[src/rtl/iic_mux_n.sv]
// N-channel I2C master multiplexer: tracks START/STOP on the shared bus and only
// switches channels once the bus is free, with both lines released for a guard interval.
module iic_mux_n #(
  parameter int CH_NUM    = 4,
  parameter int SEL_W     = 2,
  parameter int RST_SEL   = 0,
  parameter int IDLE_CYC  = 1000,
  parameter int GUARD_CYC = 16
) (
  input  logic              CLK_I,
  input  logic              RSTN_I,
  input  logic [SEL_W-1:0]  SEL_I,
  input  logic              SEL_REQ_I,
  output logic              SEL_ACK_O,
  output logic              SEL_ERR_O,
  output logic [SEL_W-1:0]  ACTIVE_SEL_O,
  output logic              BUSY_O,
  input  logic [CH_NUM-1:0] SDA_O_I,
  input  logic [CH_NUM-1:0] SDA_T_I,
  input  logic [CH_NUM-1:0] SCL_O_I,
  input  logic [CH_NUM-1:0] SCL_T_I,
  output logic [CH_NUM-1:0] SDA_I_O,
  output logic [CH_NUM-1:0] SCL_I_O,
  output logic              SDA_O,
  output logic              SDA_T,
  output logic              SCL_O,
  output logic              SCL_T,
  input  logic              SDA_I,
  input  logic              SCL_I
);
  localparam int IW = $clog2(IDLE_CYC + 1);
  localparam int GW = (GUARD_CYC > 1) ? $clog2(GUARD_CYC) : 1;
  localparam logic [IW-1:0]    IDLE_MAX = IW'(IDLE_CYC);
  localparam logic [GW-1:0]    GLOAD    = GW'(GUARD_CYC - 1);
  localparam logic [SEL_W:0]   CH_LIM   = (SEL_W + 1)'(CH_NUM);
  localparam logic [SEL_W-1:0] RST_CH   = SEL_W'(RST_SEL);

  typedef enum logic [2:0] {S_CONN, S_PEND, S_GUARD, S_SWITCH, S_ACK} state_e;

  state_e            state_q, state_d;
  logic [SEL_W-1:0]  active_q, active_d, target_q, target_d, pend_sel_q, pend_sel_d;
  logic              pend_vld_q, pend_vld_d;
  logic [GW-1:0]     gcnt_q, gcnt_d;
  logic [IW-1:0]     idle_q, idle_d;
  logic [1:0]        sda_s_q, scl_s_q;
  logic              sda_prev_q, busy_q, busy_d, err_q;

  // Bus monitor: synchronised lines, START/STOP edges and idle timeout
  logic sda_s, scl_s, start, stop, timeout, sel_ok, req_v;
  assign sda_s   = sda_s_q[1];
  assign scl_s   = scl_s_q[1];
  assign start   = sda_prev_q & ~sda_s & scl_s;
  assign stop    = ~sda_prev_q & sda_s & scl_s;
  assign timeout = (idle_q == IDLE_MAX);
  assign sel_ok  = ({1'b0, SEL_I} < CH_LIM);
  assign req_v   = SEL_REQ_I & sel_ok;

  always_comb begin
    idle_d = '0;
    if (sda_s && scl_s) idle_d = timeout ? idle_q : idle_q + 1'b1;
    busy_d = busy_q;
    if (start)                busy_d = 1'b1;
    else if (stop || timeout) busy_d = 1'b0;
  end

  always_ff @(posedge CLK_I or negedge RSTN_I) begin
    if (!RSTN_I) begin
      sda_s_q    <= 2'b11;
      scl_s_q    <= 2'b11;
      sda_prev_q <= 1'b1;
      idle_q     <= '0;
      busy_q     <= 1'b0;
      err_q      <= 1'b0;
    end else begin
      sda_s_q    <= {sda_s_q[0], SDA_I};
      scl_s_q    <= {scl_s_q[0], SCL_I};
      sda_prev_q <= sda_s;
      idle_q     <= idle_d;
      busy_q     <= busy_d;
      err_q      <= SEL_REQ_I & ~sel_ok;
    end
  end

  // Channel-switch FSM
  logic [SEL_W-1:0] csel;
  assign csel = req_v ? SEL_I : pend_sel_q;

  always_comb begin
    state_d    = state_q;
    active_d   = active_q;
    target_d   = target_q;
    pend_vld_d = pend_vld_q;
    pend_sel_d = pend_sel_q;
    gcnt_d     = gcnt_q;
    case (state_q)
      S_CONN: begin
        pend_vld_d = 1'b0;
        if (req_v || pend_vld_q) begin
          if (csel == active_q) state_d = S_ACK;
          else begin
            target_d = csel;
            gcnt_d   = GLOAD;
            state_d  = busy_q ? S_PEND : S_GUARD;
          end
        end
      end
      S_PEND: begin
        if (req_v) target_d = SEL_I;
        if (req_v && SEL_I == active_q) state_d = S_ACK;
        else if (!busy_q) begin
          gcnt_d  = GLOAD;
          state_d = S_GUARD;
        end
      end
      S_GUARD: begin
        if (gcnt_q == '0) state_d = S_SWITCH;
        else              gcnt_d  = gcnt_q - 1'b1;
      end
      S_SWITCH: begin
        active_d = target_q;
        state_d  = S_ACK;
      end
      S_ACK:   state_d = S_CONN;
      default: state_d = S_CONN;
    endcase
    // Requests seen while the switch is in flight wait for the next CONN cycle
    if ((state_q == S_GUARD || state_q == S_SWITCH || state_q == S_ACK) && req_v) begin
      pend_vld_d = 1'b1;
      pend_sel_d = SEL_I;
    end
  end

  always_ff @(posedge CLK_I or negedge RSTN_I) begin
    if (!RSTN_I) begin
      state_q    <= S_CONN;
      active_q   <= RST_CH;
      target_q   <= '0;
      pend_vld_q <= 1'b0;
      pend_sel_q <= '0;
      gcnt_q     <= '0;
    end else begin
      state_q    <= state_d;
      active_q   <= active_d;
      target_q   <= target_d;
      pend_vld_q <= pend_vld_d;
      pend_sel_q <= pend_sel_d;
      gcnt_q     <= gcnt_d;
    end
  end

  // Datapath: one-hot channel hit, bus released outside CONN/PEND/ACK
  logic              conn;
  logic [CH_NUM-1:0] hit;
  assign conn = (state_q == S_CONN) || (state_q == S_PEND) || (state_q == S_ACK);

  for (genvar i = 0; i < CH_NUM; i++) begin : g_ch
    assign hit[i]     = (active_q == SEL_W'(i));
    assign SDA_I_O[i] = (conn && hit[i]) ? SDA_I : 1'b1;
    assign SCL_I_O[i] = (conn && hit[i]) ? SCL_I : 1'b1;
  end

  assign SDA_O = conn ? |(hit & SDA_O_I) : 1'b1;
  assign SDA_T = conn ? |(hit & SDA_T_I) : 1'b1;
  assign SCL_O = conn ? |(hit & SCL_O_I) : 1'b1;
  assign SCL_T = conn ? |(hit & SCL_T_I) : 1'b1;

  assign SEL_ACK_O    = (state_q == S_ACK);
  assign SEL_ERR_O    = err_q;
  assign ACTIVE_SEL_O = active_q;
  assign BUSY_O       = busy_q;
endmodule

[config.mk]
export PLATFORM = sky130hd
export DESIGN_NAME = iic_mux_n
export DESIGN_NICKNAME = d
export VERILOG_FILES = /design/src/rtl/iic_mux_n.sv
export SDC_FILE = /design/constraint.sdc
export NUM_CORES = 1
export LEC_CHECK = 0
export CAP_MARGIN = 20
export CORE_MARGIN = 4
export CORE_UTILIZATION = 40
export CTS_CLUSTER_DIAMETER = 30
export DETAILED_ROUTE_END_ITERATION = 16
export DONT_BUFFER_PORTS = 1
export MAX_ROUTING_LAYER = met4
export PLACE_DENSITY_LB_ADDON = 0.2
export SYNTH_ARGS = -nofsm -noshare
export SYNTH_HDL_FRONTEND = slang
export SYNTH_SLANG_ARGS = --single-unit
[constraint.sdc]
create_clock -name CLK_I -period 2.5 [get_ports CLK_I]
set_input_delay 0.25 -clock CLK_I [delete_from_list [all_inputs] [get_ports CLK_I]]
set_output_delay 0.25 -clock CLK_I [all_outputs]
set_load 0.1 [all_outputs]
# After elaboration in Yosys (flattened, before gate mapping)
# Index checks and enable logic that the tools add are counted.
totals:
  register_bits: 30
  in_bits: 23
  output_inout_bits: 17
  word_cells: 105
classes:
  addsub: 2
  n_eq_ne: 19
  n_mux: 36
  n_bitwise: 10
  n_reduce_logical: 27
op_table:
  columns: ["cell", "n"]
  rows:
  - ["$mux W10", 2]
  - ["$mux W4", 5]
  - ["$and A4 B4 Y4", 4]
  - ["$mux W1", 16]
  - ["$ne A2 B2 Y1 const B", 8]
  - ["$reduce_or A4 Y1", 4]
  - ["$mux W3", 5]
  - ["$pmux W3 S4", 1]
  - ["$pmux W4 S3", 1]
  - ["$add A10 B1 Y10 const B", 1]
  - ["$eq A10 B10 Y1 const B", 1]
  - ["$mux W2", 5]
  - ["$logic_and A1 B1 Y1", 7]
  - ["$eq A3 B2 Y1 const B", 2]
  - ["$logic_or A1 B1 Y1", 6]
  - ["$reduce_and A6 Y1", 1]
  - ["$reduce_bool A2 Y1", 3]
  - ["$and A1 B1 Y1", 4]
  - ["$eq A2 B2 Y1", 2]
  - ["$eq A2 B2 Y1 const B", 2]
  - ["$logic_not A4 Y1", 1]
  - ["$pmux W2 S2", 1]
  - ["$reduce_and A4 Y1", 1]
  - ["$sub A4 B1 Y4 const B", 1]
  - ["9 further kinds", 10]

# Depth between registers and ports, before layout
depth:
  word_depth: 6
  mapped_depth: 7
  depth_no_buf: 7

# Worst setup path before layout
# Ideal clock, no wire load.
synth_path:
  path_type: "reg2out"
  from: "reg state_q[0]"
  to: "out SEL_ACK_O"
  t_arrival_ns: 2.859
  required_ns: 2.250
  slack_ns: -0.609
  path_stages_with_launch: 4
  path_buffers: 2
  cell_sequence: "dfrtp_1 clkbuf_1 buf_2 nor3_1"
synth_between:
  elab_chain_cells: 1
synth_lines:
  columns: ["element", "line", "source"]
  rows:
  - ["start, declared", "40", "state_e state_q, state_d;"]
  - ["start signal, assigned", "142", "state_q <= state_d;"]
  - ["$eq A3 B3 Y1", "167", "assign SEL_ACK_O = (state_q == S_ACK);"]
  - ["end, declared", "14", "output logic SEL_ACK_O,"]
# Every way passes these cells.

# Worst setup path in the final report
layout_path:
  from: "reg state_q[1]"
  to: "out SCL_I_O[3]"
layout_between:
  elab_chain_cells: 5
  elab_cells_between_ends: 7
  classes_between: "eq/ne: 2; mux: 1; reduce/logical: 4"
layout_lines:
  columns: ["element", "line", "source"]
  rows:
  - ["$eq A3 B1 Y1 / $logic_not A3 Y1 (equally long branches)", "154", "assign conn = (state_q == S_CONN) || (state_q == S_PEND) || (state_q == S_ACK);"]
  - ["$logic_or A1 B1 Y1", "154", null]
  - ["$logic_or A1 B1 Y1 (*)", "154", null]
  - ["$logic_and A1 B1 Y1 (*)", "159", "assign SCL_I_O[i] = (conn && hit[i]) ? SCL_I : 1'b1;"]
  - ["$mux W1 (*)", "159", null]
  - ["end, declared", "23", "output logic [CH_NUM-1:0] SCL_I_O,"]
# Mark *: on every way between the ends. The rest lies on a longest branch, timed or not.

==> metrics.yaml <==
filler_cell_count: 406
post_route_cells_drive_above_1_share_pct: 26.5
worstPathRequired_ns: 2.25
top_level_ports: 40
num_vias: 1418
final.hold.worst_slack_ns: 0.111
power.density_nw_per_um2: 1290
clock-root-buffer: "clkbuf_8"
layout.nets: 229
ys_async_sr_fraction_pct: 100
number_of_enable_flip_flop_cells_after_synthesis: 0
post-route-drc-count: 0
synth_nets: 210
drtIter0Drc: 96
seq_power_share_pct: 27.3
post_cts_hold_buffer_count: 4
postSynthCellCount: 184
synth_warnings: 0
timing.critical_path.max_delay_family: "flip-flops"
synthFlopType: "dfrtp_1"
rsz_0062_raised_after_global_routing: "false"
globalRoute.totalOverflow: 0
grt_pass1_vias: 1431
die_area_sq_um: 5600
initial_core_util_pct: 41.1
netlist-cell-type-count: 46
postSynthAreaPerCell_sq_um: 9.72
area_growth_syn_to_layout_pct: 17.6
hold_path_class: "primary input to flip-flop"
htree_num_levels: 2
place.gp.congestion: 0.779
clock_skew_ns: 0.00623
worst_skew_pair.late_latency_ns: 0.27
avgRoutedWirePerCell_um: 15.0
worstPathArrival_ns: 1.79
gr-usage-all-layers_pct: 16.1
cts.sink_count: 30
final_cell_area_sq_um: 2100
post_layout_nonfiller_instances: 256
power.clock.fraction_pct: 14.7
synth_top_area_cell: "dfrtp_1"
first_drt_pass_iteration_count: 4
report.final.slew_viol_count: 0
syn-cell-area_sq_um: 1790
power.internal_uw: 1290
place.port_buffers: 0
final_period_minus_worst_setup_slack_ns: 2.04
die_width_um: 74.9
route.detailed.vias_per_inst: 5.54
tritoncts_clock_tree: "done"
row_count: 24
dpl.cell_count: 244
cts-buffers-inserted: 5
post-cts-setup-buffer-count: 0
finalWirelength_um: 3840
worst_reg2reg_setup_slack_ns: 0.61
crit_path_cell_trace: "buf_4 -> a21o_1 -> nor2_1 -> nand3_1 -> buf_4"
antenna_violations_before_repair: 0
cp-end-kind: "output port"
slowest_stage_cell_crit_path: "dfrtp_1"
yosysTopAreaCellShare_pct: 35.0
startpoint_type: "flip-flop"
path_clk_slew_ns: 0.07
grt_first_pass_wirelength_um: 6760
setup.worst_path.class: "flip-flop to output port"
run_status: "finished clean"
clock_path_buffers: 2
grt_max_degree: 31
finalHoldViolCount: 0
dpl_cell_area_sq_um: 1960
synth.yosys.seq_area_share_pct: 42.3
cp.buffers_inverters: 2
fmaxAchievable_ghz: 0.491
finalCritPeriodShare_pct: 81.5
maximum_capacitance_violations: 0
most_repeated_library_cell_on_the_critical_path: "buf_4"
power.share.switching_pct: 52.7
cts_resized: 0
final_antenna_net_count: 0
post-dp-hpwl_um: 2840
yosys_register_bits: 30
chipHeight_um: 74.9
power.static_leakage_uw: 0.000903
coreArea_sq_um: 4350
p_sw_uw: 1430
post_synth_main_area_contributors: "dfrtp_1 (35%), dfstp_2 (7.3%), mux4_2 (5.0%)"
timing.final.setup_violations: 0
final.setup.tns_ns: 0
critical_path.max_fanout: 11
share_comb_of_total_power_pct: 58.0
max-vdd-ir-drop_v: 0.00166
antenna_cells: 0
critical-path-max-stage-delay_ns: 0.51
## synth_stat cells (2+ instances only)
cell	count
dfrtp_1	25
nor2_1	19
nand2_1	18
a21oi_1	9
inv_1	7
nand3_1	7
o21ai_0	7
and3_1	6
mux2_2	6
nand2b_1	6
xnor2_1	6
dfstp_2	5
nor2b_1	5
xor2_1	5
mux4_2	4
nor3_1	4
buf_1	3
buf_2	3
ha_1	3
mux2i_1	3
a31oi_1	2
clkbuf_1	2
o21a_1	2
o221ai_1	2
o22ai_1	2
o31ai_1	2
or3_1	2
## sequential cells by signal, indices dropped and copies added (netlist names), 2 cells and up
register and cells:
ACTIVE_SEL_O 2, gcnt_q 4, idle_q 10, pend_sel_q 2
scl_s_q 2, sda_s_q 2, state_q 3, target_q 2
## placed cells by master (no fill, tap or decap), types with 3 or more instances in the layout
| master | netlist | layout |
|---|---|---|
| dlygate4sd3_1 | 0 | 3 |
| o21ai_0 | 7 | 7 |
| nor2_1 | 19 | 19 |
| and3_1 | 6 | 6 |
| nand3_1 | 7 | 7 |
| dfrtp_1 | 25 | 24 |
| mux2_2 | 6 | 6 |
| mux4_2 | 4 | 4 |
| nor2b_1 | 5 | 5 |
| nand2_1 | 18 | 18 |
| dfstp_2 | 5 | 5 |
| buf_4 | 1 | 18 |
| clkbuf_8 | 0 | 6 |
| xor2_1 | 5 | 5 |
| inv_1 | 7 | 7 |
| nor3_1 | 4 | 3 |
| mux2i_1 | 3 | 3 |
| xnor2_1 | 6 | 6 |
| ha_1 | 3 | 3 |
| a21oi_1 | 9 | 9 |
| nand2b_2 | 0 | 4 |
## cells by family after synthesis
kind of cell / Yosys count / share of synthesized area, %
AOI/OAI and AO/OA: 34 / 13.8
and+or+nand+nor: 74 / 20.6
muxes: 14 / 11.1
xor gates and xnor gates: 11 / 5.39
buffers and inverters: 17 / 4.41
DFF: 30 / 42.3
adders and majority gates: 3 / 2.10
other: 1 / 0.210
## through the flow
step                      util, %  total power, uW  setup WS, ns
after floorplan                 -             2020         0.131
after global placement       45.0             2280         0.686
after detailed placement     45.0             2310         0.616
after CTS                    48.3             2750         0.443
after global routing         48.3             2880         0.351
final                        48.3             2720         0.463
## power groups by stage
stage          Clock (uW)  Combinational (uW)  Sequential [uW]
3_5_place_dp            0                1570              749
3_3_place_gp            0                1540              740
6_report              402                1580              743
4_1_cts               415                1590              741
5_1_grt               439                1680              764
2_1_floorplan           0                1250              778
## metal layers
metal  GRT usage, %  wire [um]
met5              -          0
met3           3.47        199
met4           6.52         59
met2           25.0       1820
met1           20.5       1770
## worst register-to-register path: cells and delay by family, from the launching register on
kind	cells	cell delay [ns]
flops	1	0.41
compound gates	2	0.17
mux	1	0.35
fa+ha+maj	1	0.18
simple gates	2	0.59
buf+inv	1	0.07
## final timing paths
path / from / endpoint / depth (start not counted)
worst max-delay path: state_q[1] / SCL_I_O[3] / 5
worst min-delay path: SEL_REQ_I / pend_sel_q[0] / 1
worst max register to register: gcnt_q[0] / gcnt_q[1] / 7
worst min register to register: sda_s_q[0] / sda_s_q[1] / 0
max in group asynchronous: RSTN_I / sda_s_q[0] / 2
min in group asynchronous: RSTN_I / gcnt_q[2] / 2
## cell type report
class	instances	area, sq um	share of cell area [%]
multi-input cells	137	973	46.3
flip-flops and latches	30	758	36.0
inverters	7	26.3	1.25
clock inverters	2	12.5	0.595
repair buffers	22	185	8.80
well taps	52	65.1	3.09
clock buffers	6	82.6	3.93
Power figures use the tool's default switching activity.
